File: src/rtl/check_pkg.sv
// check_pkg: shared constants for the result-checking stage, the
// stimulus-sequencer command codes and the result record layout.
package check_pkg;

    localparam int ADDR_W = 20;
    localparam int DATA_W = 16;
    localparam int STF_W  = 24;
    localparam int ORV_W  = 8;

    localparam logic [4:0] SC_CMD_IDLE    = 5'b00000;
    localparam logic [4:0] SC_CMD_BITMASK = 5'b00001;

    localparam int CHF_ORV_LSB  = 0;
    localparam int CHF_ADDR_LSB = ORV_W;
    localparam int CHF_EXP_LSB  = ORV_W + ADDR_W;

    localparam int REC_WORDS = 4;

    typedef struct packed {
        logic              fail;
        logic [ADDR_W-1:0] addr;
        logic [ORV_W-1:0]  orv;
        logic [STF_W-1:0]  actual;
    } rec_t;

    // Word idx of a 4-word result record.
    function automatic logic [DATA_W-1:0] rec_word(input rec_t r,
                                                   input logic [1:0] idx);
        logic [DATA_W-1:0] w;
        case (idx)
            2'd0:    w = {r.fail, 3'b000, r.addr[19:16], r.orv};
            2'd1:    w = r.addr[15:0];
            2'd2:    w = {8'h00, r.actual[23:16]};
            default: w = r.actual[15:0];
        endcase
        return w;
    endfunction

endpackage

File: src/rtl/check_rec_writer.sv
// check_rec_writer: writes one 4-word result record over Avalon-MM
// and tracks the next free result address and the memory-full flag.
module check_rec_writer
    import check_pkg::*;
#(
    parameter int                    ADDR_WIDTH = ADDR_W,
    parameter int                    DATA_WIDTH = DATA_W,
    parameter logic [ADDR_WIDTH-1:0] RES_BASE   = ADDR_WIDTH'('h80000),
    parameter logic [ADDR_WIDTH-1:0] RES_LIMIT  = ADDR_WIDTH'('hFFFFF)
) (
    input  logic                  clock,
    input  logic                  reset_n,
    input  logic                  start,
    input  rec_t                  rec,
    output logic                  room,
    output logic                  done,
    output logic                  res_full,
    output logic [ADDR_WIDTH-1:0] mem_address,
    output logic                  mem_write,
    output logic [DATA_WIDTH-1:0] mem_writedata,
    input  logic                  mem_waitrequest
);

    localparam logic [2:0] W_IDLE = 3'd0;
    localparam logic [2:0] W_WR0  = 3'd1;
    localparam logic [2:0] W_WR3  = 3'd4;

    localparam logic [ADDR_WIDTH+1:0] LIMIT_X  = {2'b00, RES_LIMIT};
    localparam logic [ADDR_WIDTH+1:0] REC_SPAN = (ADDR_WIDTH+2)'(REC_WORDS - 1);

    logic [2:0]          state_q, state_d;
    // One spare bit so the address after the last record cannot wrap.
    logic [ADDR_WIDTH:0] res_addr_q, res_addr_d;
    rec_t                rec_q, rec_d;
    logic                res_full_q, res_full_d;
    logic [1:0]          wr_idx;

    assign room          = ({1'b0, res_addr_q} + REC_SPAN) <= LIMIT_X;
    assign wr_idx        = 2'(state_q - W_WR0);
    assign mem_address   = res_addr_q[ADDR_WIDTH-1:0];
    assign mem_writedata = rec_word(rec_q, wr_idx);
    assign res_full      = res_full_q;

    always_comb begin
        state_d    = state_q;
        res_addr_d = res_addr_q;
        rec_d      = rec_q;
        res_full_d = res_full_q;
        done       = 1'b0;
        mem_write  = 1'b0;
        case (state_q)
            W_IDLE: begin
                if (start) begin
                    if (room) begin
                        state_d = W_WR0;
                        rec_d   = rec;
                    end else begin
                        res_full_d = 1'b1;
                    end
                end
            end
            default: begin
                mem_write = 1'b1;
                if (!mem_waitrequest) begin
                    res_addr_d = res_addr_q + 1'b1;
                    if (state_q == W_WR3) begin
                        state_d = W_IDLE;
                        done    = 1'b1;
                    end else begin
                        state_d = state_q + 3'd1;
                    end
                end
            end
        endcase
    end

    always_ff @(posedge clock or negedge reset_n) begin
        if (!reset_n) begin
            state_q    <= W_IDLE;
            res_addr_q <= {1'b0, RES_BASE};
            rec_q      <= '0;
            res_full_q <= 1'b0;
        end else begin
            state_q    <= state_d;
            res_addr_q <= res_addr_d;
            rec_q      <= rec_d;
            res_full_q <= res_full_d;
        end
    end

endmodule

File: src/rtl/check.sv
// check: compares DUT output samples with CHECK_FIFO entries under a
// bitmask, counts pass/fail and logs result records to memory.
module check
    import check_pkg::*;
#(
    parameter int                    ADDR_WIDTH = ADDR_W,
    parameter int                    DATA_WIDTH = DATA_W,
    parameter int                    BE_WIDTH   = DATA_WIDTH / 8,
    parameter int                    STF_WIDTH  = STF_W,
    parameter int                    ORV_WIDTH  = ORV_W,
    parameter int                    CHF_WIDTH  = STF_WIDTH + ORV_WIDTH + ADDR_WIDTH,
    parameter int                    SCC_WIDTH  = 5,
    parameter int                    SCD_WIDTH  = 24,
    parameter int                    CNT_WIDTH  = 16,
    parameter logic [ADDR_WIDTH-1:0] RES_BASE   = ADDR_WIDTH'('h80000),
    parameter logic [ADDR_WIDTH-1:0] RES_LIMIT  = ADDR_WIDTH'('hFFFFF),
    parameter bit                    LOG_PASS   = 1'b0
) (
    input  logic                  clock,
    input  logic                  reset_n,
    input  logic [CHF_WIDTH-1:0]  cfifo_q,
    output logic                  cfifo_rdreq,
    input  logic                  cfifo_rdempty,
    input  logic [STF_WIDTH-1:0]  target_out,
    input  logic                  target_valid,
    output logic                  check_ready,
    input  logic [SCC_WIDTH-1:0]  sc_cmd,
    input  logic [SCD_WIDTH-1:0]  sc_data,
    input  logic                  sc_switching,
    output logic                  sc_ready,
    output logic [ADDR_WIDTH-1:0] mem_address,
    output logic [BE_WIDTH-1:0]   mem_byteenable,
    output logic                  mem_write,
    output logic [DATA_WIDTH-1:0] mem_writedata,
    input  logic                  mem_waitrequest,
    output logic [CNT_WIDTH-1:0]  pass_cnt,
    output logic [CNT_WIDTH-1:0]  fail_cnt,
    output logic                  res_full,
    output logic                  err_underrun,
    output logic                  err_overrun
);

    localparam logic [1:0] S_IDLE    = 2'd0;
    localparam logic [1:0] S_COMPARE = 2'd1;
    localparam logic [1:0] S_WRITE   = 2'd2;

    logic [1:0]            state_q, state_d;
    logic [STF_WIDTH-1:0]  act_q, act_d, exp_q, exp_d, mask_q, mask_d;
    logic [ADDR_WIDTH-1:0] vaddr_q, vaddr_d;
    logic [ORV_WIDTH-1:0]  orv_q, orv_d;
    logic [CNT_WIDTH-1:0]  pass_q, pass_d, fail_q, fail_d;
    logic                  under_q, under_d, over_q, over_d;
    logic                  idle, accept, miss, log_it, start, room, done;
    rec_t                  rec;

    assign idle        = (state_q == S_IDLE);
    assign accept      = idle & target_valid & ~cfifo_rdempty;
    assign cfifo_rdreq = accept;
    assign check_ready = idle;
    assign sc_ready    = idle;
    assign miss        = |((act_q ^ exp_q) & mask_q);
    assign log_it      = miss | LOG_PASS;
    assign start       = (state_q == S_COMPARE) & log_it;
    assign rec         = '{fail: miss, addr: vaddr_q, orv: orv_q, actual: act_q};

    assign mem_byteenable = '1;
    assign pass_cnt       = pass_q;
    assign fail_cnt       = fail_q;
    assign err_underrun   = under_q;
    assign err_overrun    = over_q;

    always_comb begin
        state_d = state_q;
        act_d   = act_q;
        exp_d   = exp_q;
        vaddr_d = vaddr_q;
        orv_d   = orv_q;
        mask_d  = mask_q;
        pass_d  = pass_q;
        fail_d  = fail_q;
        under_d = under_q;
        over_d  = over_q;
        if (target_valid) begin
            if (!idle)             over_d  = 1'b1;
            else if (cfifo_rdempty) under_d = 1'b1;
        end
        if (idle) begin
            if (sc_cmd == SC_CMD_BITMASK) mask_d = sc_data;
            else if (sc_switching)        mask_d = '1;
        end
        case (state_q)
            S_IDLE: begin
                if (accept) begin
                    act_d   = target_out;
                    exp_d   = cfifo_q[CHF_EXP_LSB +: STF_WIDTH];
                    vaddr_d = cfifo_q[CHF_ADDR_LSB +: ADDR_WIDTH];
                    orv_d   = cfifo_q[CHF_ORV_LSB +: ORV_WIDTH];
                    state_d = S_COMPARE;
                end
            end
            S_COMPARE: begin
                if (miss) begin
                    if (~&fail_q) fail_d = fail_q + 1'b1;
                end else begin
                    if (~&pass_q) pass_d = pass_q + 1'b1;
                end
                state_d = (log_it && room) ? S_WRITE : S_IDLE;
            end
            S_WRITE: begin
                if (done) state_d = S_IDLE;
            end
            default: state_d = S_IDLE;
        endcase
    end

    always_ff @(posedge clock or negedge reset_n) begin
        if (!reset_n) begin
            state_q <= S_IDLE;
            act_q   <= '0;
            exp_q   <= '0;
            vaddr_q <= '0;
            orv_q   <= '0;
            mask_q  <= '1;
            pass_q  <= '0;
            fail_q  <= '0;
            under_q <= 1'b0;
            over_q  <= 1'b0;
        end else begin
            state_q <= state_d;
            act_q   <= act_d;
            exp_q   <= exp_d;
            vaddr_q <= vaddr_d;
            orv_q   <= orv_d;
            mask_q  <= mask_d;
            pass_q  <= pass_d;
            fail_q  <= fail_d;
            under_q <= under_d;
            over_q  <= over_d;
        end
    end

    check_rec_writer #(
        .ADDR_WIDTH (ADDR_WIDTH),
        .DATA_WIDTH (DATA_WIDTH),
        .RES_BASE   (RES_BASE),
        .RES_LIMIT  (RES_LIMIT)
    ) u_writer (
        .clock           (clock),
        .reset_n         (reset_n),
        .start           (start),
        .rec             (rec),
        .room            (room),
        .done            (done),
        .res_full        (res_full),
        .mem_address     (mem_address),
        .mem_write       (mem_write),
        .mem_writedata   (mem_writedata),
        .mem_waitrequest (mem_waitrequest)
    );

endmodule
File: config.mk
export PLATFORM = sky130hd
export DESIGN_NAME = check
export DESIGN_NICKNAME = d
export VERILOG_FILES = /design/src/rtl/check_pkg.sv /design/src/rtl/check_rec_writer.sv /design/src/rtl/check.sv
export SDC_FILE = /design/constraint.sdc
export NUM_CORES = 1
export LEC_CHECK = 0
export ABC_AREA = 1
export CAP_MARGIN = 0
export CORE_ASPECT_RATIO = 1.2
export CORE_UTILIZATION = 65
export CTS_CLUSTER_SIZE = 10
export DETAILED_ROUTE_END_ITERATION = 8
export DONT_BUFFER_PORTS = 1
export PLACE_DENSITY = 0.9
export SLEW_MARGIN = 30
export SYNTH_ARGS = -nofsm -noshare
export SYNTH_HDL_FRONTEND = slang
export SYNTH_SLANG_ARGS = --single-unit
File: constraint.sdc
create_clock -name clock -period 4.48 [get_ports clock]
set_input_delay 0.448 -clock clock [delete_from_list [all_inputs] [get_ports clock]]
set_output_delay 0.448 -clock clock [all_outputs]
set_load 0.03 [all_outputs]
==> metrics, run 1 <==
run status=finished, violations left; failing checks=hold timing; H-tree depth=1; TritonCTS clock tree=yes; synthesized cell area=10,200 um^2; first-pass GRT wire length=37,500 um; Worst setup EP type=output pin; later-pin clock latency in the skew report=510 ps; vias per cell=5.57; VDD IR max=380 uV; layout cells sized above 1=8.52%; post-cts repair resize count=0; most frequent cells in the layout=nand2_1 (446), dfrtp_1 (189), nor2_1 (96); pre-CTS setup slack=1380 ps; Sum Neg Setup Slack=0 ps; leak pwr=~5.4 nW; Die Ht=139 um; Ys Warns=0; clock sink count=214; max_cap viols=0; Initial Util=67.1%; #FFs+latches synth=214; die area=16,100 um^2; largest net degree at the start of global routing=215; # rows=49; met1 WL=9390 um; GRT Total Usage=29.5%; critical path, cell by cell=nor2_2 -> inv_2 -> nor3_4 -> buf_12; initial antenna violation count=0; hold slack=-368 ps; diode count=0; GR Overflow Total=0; Final setup viols=0; via count=a little under 8,000; Slew HR=36.4%; share of the synthesized area in the top cell type=46.5%; CTS buffer count=25; Post-CTS Setup Bufs=0; Worst-Margin Slew=949 ps; Min-Delay Path Class=in -> async; Final nets=approximately 1,300; RSZ-0062 raised after global routing=no; WL final=23,200 um; max-slew violations=0; clock transition at the registers of the reported paths=60 ps; final core occ=between 70% and 80%; required time worst endpoint=roughly 4000 ps; post-synth cell types=37; crit path max fanout=90; placed wire-length estimate=16,100 um; I/O pins=188; WP buf/inv=2; top sig layer=met4; # placed instances=1,379; Slowest cell on crit path=nor2_2; FMAX=307 MHz; Area Overhead vs Synth=6.37%; detailed route wirelength on metal2=between 10,000 and 15,000 um; CP arrival=2810 ps; period utilization=between 70% and 80%; # fillers=1,187; routability cong.=0.873; Power Total=around 7 mW; met3 wire length=1810 um; Final Skew=roughly 13 ps; Avg Cell Area, Syn=8.23 um^2; Top delay family on crit path=simple AND/OR/NAND/NOR gates; final antenna-violating net count=0; total iterations of the first detailed-routing run=6; setup ws final=1220 ps; minimum clock period=3260 ps; CORE AREA=between 15,000 and 20,000 um^2; per-cell routed wire length=16.3 um; vias in the first global route=7,771; Die Wd=between 100 and 150 um; setup slack, reg-to-reg=around 1300 ps; startpoint types=flop; DRT iter0 DRCs=762; leading area contributor after synthesis=dfrtp_1; post-synthesis sequential area ratio=53.0%; CTS Buffer Depth=3; drt drc=0; Root Driver=clkbuf_16; Port Buffers=0; WS Path Type=reg -> out; Synth Instances=1,235; Pwr Density=635 nW/um^2; Cell Count, Final, Fillers Out=1,424; top area cells in the synthesized netlist=dfrtp_1 (47%), nand2_1 (16%), dfstp_2 (6.5%); final hold violation count=192; leading cell type in the layout, fill and taps excluded=nand2_1; max incr delay on CP=690 ps
==> report_power, final <==
part           internal, mW  total [mW]  switching, mW
sequential             2.58        3.17          0.594
clock                  1.07        1.81          0.738
combinational         0.582        1.88           1.30
==> cell usage after synthesis (all sizes together) <==
master  number
a21o         1
buf         41
xor2        26
a22o         3
dfstp       25
conb         1
xnor2       23
nor4         7
o211ai       1
o21ai       62
a31oi        9
a31o         1
nand3b       2
nand4        8
o21bai       1
ha          11
nand2      449
clkbuf      25
inv        110
nor2       107
nor3        14
a21oi       33
nand3       86
dfrtp      189
==> final timing paths <==
| path | startpoint | to | depth (start not counted) |
|---|---|---|---|
| max in group asynchronous | reset_n | u_writer.res_addr_q[14] | 0 |
| worst max register to register | u_writer.res_addr_q[13] | u_writer.rec_q[17] | 12 |
| worst min-delay path | reset_n | u_writer.rec_q[12] | 0 |
| worst min register to register | u_writer.rec_q[52] | u_writer.rec_q[52] | 2 |
| worst max-delay path | state_q[1] | cfifo_rdreq | 4 |
| min in group clock | cfifo_rdempty | state_q[0] | 1 |
==> state kept, by name, indices dropped and copies added (netlist names) <==
register	count
pass_cnt	16
err_underrun	1
vaddr_q	20
act_q	24
u_writer.res_addr_q	21
mask_q	24
fail_cnt	16
err_overrun	1
exp_q	24
u_writer.state_q	3
orv_q	8
u_writer.res_full	1
state_q	2
u_writer.rec_q	53
==> per-stage QoR <==
stage / hold WS, ps / cell area, um^2
floorplan: 152 / 10200
global placement: 160 / 10100
detailed placement: 162 / 10100
CTS: -373 / 10800
global route: -379 / 10800
finish: -368 / 10800
==> routing by layer <==
metal	global-route usage (%)	up-vias
li1	-	3776
met1	38.4	3763
met2	48.9	328
met3	5.94	60
met4	10.2	0
met5	0	-
==> cell type report <==
cell class              instances  area, um^2  share of cell area [%]
flip-flops and latches        214        5390                    49.8
multi-input cells             846        3990                    36.9
well taps                     204         255                    2.36
repair buffers                  5        50.0                   0.463
clock buffers                  45         721                    6.66
inverters                     110         413                    3.82
==> logic make-up after synthesis <==
| group | synth area share, % |
|---|---|
| and+or+nand+nor | 27.3 |
| DFF | 53.0 |
| buffers and inverters | 7.96 |
| AOI/OAI and AO/OA | 6.13 |
| xor gates and xnor gates | 4.22 |
| adders and majority gates | 1.35 |
| other | 0.0369 |
Power figures use the tool's default switching activity.
==> inputs of run 2 (changes only) <==
--- a/config.mk
+++ b/config.mk
@@ -8,11 +8,11 @@
 export ABC_AREA = 1
 export CAP_MARGIN = 0
 export CORE_ASPECT_RATIO = 1.2
-export CORE_UTILIZATION = 65
+export CORE_UTILIZATION = 64
 export CTS_CLUSTER_SIZE = 10
 export DETAILED_ROUTE_END_ITERATION = 8
 export DONT_BUFFER_PORTS = 1
-export PLACE_DENSITY = 0.9
+export PLACE_DENSITY = 0.89
 export SLEW_MARGIN = 30
 export SYNTH_ARGS = -nofsm -noshare
 export SYNTH_HDL_FRONTEND = slang
==> constraint.sdc (replaced) <==
create_clock -name clock -period 3.4 [get_ports clock]
set_input_delay 0.34 -clock clock [delete_from_list [all_inputs] [get_ports clock]]
set_output_delay 0.34 -clock clock [all_outputs]
set_load 0.03 [all_outputs]
==> run 2 against run 1 <==
  * The flow still finishes with violations (hold timing)
  * Global-route usage rose by 4.6 points
  * Critical path depth up 1
  * Worst hold slack got worse by 120 ps
  * Routed wire length rose by 16%
  * Combinational power rose by 43%
  * Die area grew 1.5%
  * Highest routed layer unchanged
==> metrics, run 2 (synthesis results as in run 1) <==
run status=finished, violations left; failing checks=hold timing; Die Ht=140 um (+0.77%); critical path's most frequent cell=inv_1; Pwr Density=779 nW/um^2 (+23%); Final nets=1,428 (+7.9%); leading cell type in the layout, fill and taps excluded=nand2_1; Area Overhead vs Synth=16.6%; startpoint types=flop; vias per cell=5.59 (+0.41%); WS Path Type=reg -> out; CTS Buffer Depth=3 (unchanged); leak pwr=5.78 nW (+8.0%); CTS buffer count=25 (unchanged); Worst setup EP type=output pin; crit path max fanout=19 (-79%); Crit Reg-Reg Startpoint=u_writer.res_addr_q[0]; Min-Delay Path Class=in -> async; hold slack=-488 ps (-120 ps); H-tree depth=1 (unchanged); final hold violation count=214 (+11%); largest net degree at the start of global routing=215 (unchanged); CORE AREA=15,600 um^2 (+2.9%); minimum clock period=2920 ps; max reg flops=53 (unchanged); initial antenna violation count=3 (+3); FMAX=342 MHz; WL final=27,000 um (+16%); placed wire-length estimate=16,100 um (+0.18%); VDD IR max=533 uV (+40%); max-slew violations=0 (unchanged); clock transition at the registers of the reported paths=60 ps (about the same); later-pin clock latency in the skew report=520 ps (about the same); pre-CTS setup slack=819 ps (-557 ps); TritonCTS clock tree=yes; cts hold-fix bufs=101; GRT Total Usage=34.1% (+4.6 points); final core occ=76.1% (+4.7 points); Final Skew=20.2 ps (+6.84 ps); routability cong.=0.897 (+2.8%); setup ws final=480 ps (-740 ps); I/O pins=188 (unchanged); Port Buffers=0 (unchanged); Worst-Margin Slew=869 ps (-79.7 ps); total iterations of the first detailed-routing run=5 (-1); RSZ-0062 raised after global routing=no; # fillers=1,036 (-13%); DRT iter0 DRCs=712 (-6.6%); Final setup viols=0 (unchanged); period utilization=85.9%; CP arrival=2580 ps (-230 ps); layout cells sized above 1=8.09% (-0.44 points); clock sink count=214 (unchanged); Root Driver=clkbuf_16; most frequent cells in the layout=nand2_1 (446), dfrtp_1 (189), dlygate4sd3_1 (101); die area=16,400 um^2 (+1.5%); critical path, cell by cell=inv_1 -> ha_1 -> inv_1 -> nor2_1 -> a31oi_1; # rows=50 (+2.0%); Slew HR=41.8% (+5.3 points); max incr delay on CP=650 ps (-40 ps); Die Wd=117 um (+0.77%); setup slack, reg-to-reg=760 ps (-570 ps); GR Overflow Total=0 (unchanged); first-pass GRT wire length=43,300 um (+15%); vias in the first global route=8,701 (+12%); Initial Util=65.3% (-1.9 points); Reg-to-Reg End=u_writer.rec_q[17]; Sum Neg Setup Slack=0 ps (unchanged); via count=8,574 (+8.2%); per-cell routed wire length=17.6 um (+8.0%); CP Launch Point=u_writer.state_q[0]; Top reg by flops=u_writer.rec_q; Slowest cell on crit path=a31oi_1; Critical Path End=mem_writedata[5]; final antenna-violating net count=0 (unchanged); worst r2r path cells=11 (-1); required time worst endpoint=3060 ps (-970 ps); max_cap viols=0 (unchanged); drt drc=0 (unchanged)
[run 2: cell types whose count changed in the layout (fill, tap and decap cells not counted)]
cell / change
dlygate4sd3_1: +101
diode_2: +3
buf_4: +2
clkbuf_8: -2
buf_12: +1
clkbuf_1: -1
clkinvlp_4: +1
inv_6: +1
[run 2: critical path, delay by kind of cell, from the launching register on]
kind,cells,cell delay (ps)
AOI/OAI and AO/OA,1,650
adders and majority gates,1,450
DFF,1,440
and+or+nand+nor,1,90
buffers and inverters,2,430
[run 2: repair_timing]
action / CTS / global route
hold endpoints to repair: 316 / 214
resized for setup: 0 / 0
buffers inserted: 0 / 0
[run 2: report_power, final]
group | total, mW | internal (mW) | switching, mW
Clock | 2.40 | 1.37 | 1.02
Combinational | 2.68 | 0.860 | 1.82
Sequential | 4.16 | 3.40 | 0.763
Total | 9.24 | 5.63 | 3.61
[run 2: worst min-delay path by stage]
stage	startpoint	end	slack, ps	cells past startpoint
3_5_place_dp	reset_n	vaddr_q[9]	50	0
2_1_floorplan	reset_n	act_q[0]	40	0
6_report	reset_n	vaddr_q[9]	-490	0
5_1_grt	reset_n	vaddr_q[10]	-500	0
4_1_cts	reset_n	vaddr_q[9]	-500	0
3_3_place_gp	reset_n	vaddr_q[9]	50	0
[run 2: stage by stage]
step / area [um^2] / cells / hold slack, ps / power (mW)
global route: 11900 / 1534 / -503 / 9.79
detailed placement: 10100 / 1386 / 51.1 / 6.68
finish: 11900 / 1534 / -488 / 9.24
CTS: 11900 / 1531 / -500 / 9.17
global placement: 10100 / 1386 / 52.2 / 6.56
floorplan: 10200 / 1236 / 44.4 / 6.04
[run 2: layer usage]
metal,part of all wire [%],GRT usage [%],up-vias
li1,-,-,4000
met1,39,43.1,4039
met2,49,55.9,427
met3,7.0,6.27,108
met4,4.7,16.9,0
met5,0,0,-
[run 2: area by class of cell]
class | instances | area (um^2) | share of cell area, %
clock inverters | 2 | 16.3 | 0.137
inverters | 110 | 413 | 3.48
flip-flops and latches | 214 | 5390 | 45.4
diodes | 3 | 7.51 | 0.0633
multi-input cells | 846 | 3990 | 33.6
clock buffers | 42 | 689 | 5.81
well taps | 208 | 260 | 2.19
repair buffers | 109 | 1100 | 9.24
==> inputs of run 3 (changes only) <==
--- a/config.mk
+++ b/config.mk
@@ -8,6 +8,7 @@
 export ABC_AREA = 1
 export CAP_MARGIN = 0
 export CORE_ASPECT_RATIO = 1.2
+export CORE_MARGIN = 2
 export CORE_UTILIZATION = 64
 export CTS_CLUSTER_SIZE = 10
 export DETAILED_ROUTE_END_ITERATION = 8
==> run 3 against run 2 <==
  * The flow still finishes with violations (hold timing)
  * Sequential power is essentially flat
  * Cell area is essentially flat
  * First-iteration DRC count shrank 0.84%
  * Worst setup slack lost 39 ps
  * Clock power is essentially flat
  * Maximum frequency shrank 1.3%
  * Largest cell class unchanged
==> metrics, run 3 (synthesis results as in run 1) <==
run status=finished, violations left; failing checks=hold timing; drt drc=0 (unchanged); placed cell area=10,100 um^2 (about the same); Die Wd=119 um (+1.7%); period utilization=87.0% (+1.1 points); critical path's most frequent cell=inv_1; hold slack=-472 ps (+16.3 ps); die area=16,900 um^2 (+3.2%); Root Driver=clkbuf_16; Power Total=9.28 mW (+0.45%); TritonCTS clock tree=yes; worst r2r path cells=12 (+1); Crit Reg-Reg Startpoint=u_writer.res_addr_q[8]; Pwr Density=783 nW/um^2 (+0.50%); vias per cell=5.64 (+0.93%); critical path, cell by cell=inv_1 -> ha_1 -> inv_1 -> nor2_1 -> a31oi_1; CP arrival=2620 ps (+40 ps); Area Overhead vs Synth=16.6% (about the same); clock transition at the registers of the reported paths=60 ps (about the same); Die Ht=142 um (+1.4%); Port Buffers=0 (unchanged); largest net degree at the start of global routing=215 (unchanged); Worst-Margin Slew=881 ps (+11.1 ps); CP Launch Point=u_writer.state_q[0]; Min-Delay Path Class=in -> async; clock sink count=214 (unchanged); Post-CTS Setup Bufs=0 (unchanged); final core occ=76.1% (about the same); minimum clock period=2960 ps (+38.6 ps); max reg flops=53 (unchanged); Worst setup EP type=output pin; placed wire-length estimate=16,400 um (+1.6%); cts hold-fix bufs=99 (-2.0%); Initial Util=65.3% (unchanged); WL final=27,200 um (+0.73%); DRT iter0 DRCs=706 (-0.84%); H-tree depth=1 (unchanged); final hold violation count=214 (unchanged); # placed instances=1,387 (+0.072%); VDD IR max=483 uV (-9.3%); Final Skew=9.88 ps (-10.3 ps); WP buf/inv=2 (unchanged); per-cell routed wire length=17.8 um (+0.92%); Crit path depth=5 (unchanged); CTS buffer count=25 (unchanged); design area=11,900 um^2 (about the same); Final nets=1,427 (-0.070%); GRT Total Usage=32.6% (-1.5 points); # rows=50 (unchanged); total iterations of the first detailed-routing run=5 (unchanged); layout cells sized above 1=8.17% (+0.082 points); first-pass GRT wire length=44,000 um (+1.8%); startpoint types=flop; required time worst endpoint=3060 ps (about the same); leak pwr=5.79 nW (+0.11%); FMAX=338 MHz (-1.3%); Cell Count, Final, Fillers Out=1,531 (-0.20%); via count=8,637 (+0.73%); max_cap viols=0 (unchanged); max incr delay on CP=640 ps (about the same); initial antenna violation count=1 (-2); Slew HR=41.0% (-0.74 points); post-cts repair resize count=0 (unchanged); most frequent cells in the layout=nand2_1 (446), dfrtp_1 (189), dlygate4sd3_1 (99); routability cong.=0.880 (-1.9%); final antenna-violating net count=0 (unchanged); CORE AREA=15,600 um^2 (unchanged); Top reg by flops=u_writer.rec_q; WS Path Type=reg -> out; vias in the first global route=8,857 (+1.8%); leading cell type in the layout, fill and taps excluded=nand2_1; max-slew violations=0 (unchanged); crit path max fanout=19 (unchanged); CTS Buffer Depth=3 (unchanged); GR Overflow Total=0 (unchanged); Final setup viols=0 (unchanged); Top delay family on crit path=compound AO/OA/AOI/OAI gates; I/O pins=188 (unchanged); Slowest cell on crit path=a31oi_1; RSZ-0062 raised after global routing=no; # fillers=1,002 (-3.3%); later-pin clock latency in the skew report=510 ps (about the same); Sum Neg Setup Slack=0 ps (unchanged)
-- run 3: cell count changes in the layout (fill, tap and decap cells not counted), sizes merged --
cell / change
dlygate4sd3: -2
inv: -1
diode: -2
clkinvlp: -1
clkbuf: +2
buf: +1
-- run 3: metal layers --
layer	vias to the layer above	track usage (%)	part of all wire [%]
met5	-	0	0
met3	78	5.89	7.2
met1	4157	40.8	39
met2	402	56.3	51
met4	0	13.0	3.3
li1	4000	-	-
-- run 3: final cells by class --
class | count | area (um^2) | area share, %
well taps | 208 | 260 | 2.20
flip-flops and latches | 214 | 5390 | 45.4
inverters | 110 | 413 | 3.48
repair buffers | 108 | 1080 | 9.14
clock buffers | 44 | 717 | 6.05
multi-input cells | 846 | 3990 | 33.7
diodes | 1 | 2.50 | 0.0211
-- run 3: worst reg2reg max path, cell delays in order, from the launching register on --
cell and delay, ps:
dfrtp_1 580, nand2_1 140, nor2_2 180, nand2_1 120, nor2_2 130, nand2_1 70, nand2_2 70, nand2_2 60
nor2_4 120, nand4_4 420, buf_12 370, nand2_1 90, o21ai_1 60
-- run 3: power by group --
part           switching, mW  internal (mW)  total (mW)
clock network          0.986           1.41        2.40
logic                   1.85          0.862        2.71
registers              0.774           3.40        4.17
-- run 3: path summary, 6_finish.rpt --
| path | slack [ps] | to |
|---|---|---|
| worst max register to register | 870 | u_writer.rec_q[8] |
| worst min-delay path | -470 | vaddr_q[11] |
| worst max-delay path | 440 | mem_writedata[5] |
| min in group clock | 20 | exp_q[17] |
| max in group asynchronous | 3550 | mask_q[22] |
| worst min register to register | 470 | vaddr_q[10] |
-- run 3: metrics by stage --
step	hold slack [ps]	setup slack [ps]
after floorplan	44.4	1280
after global placement	53.2	982
after detailed placement	50.6	918
after CTS	-473	437
after global routing	-479	307
final	-472	441
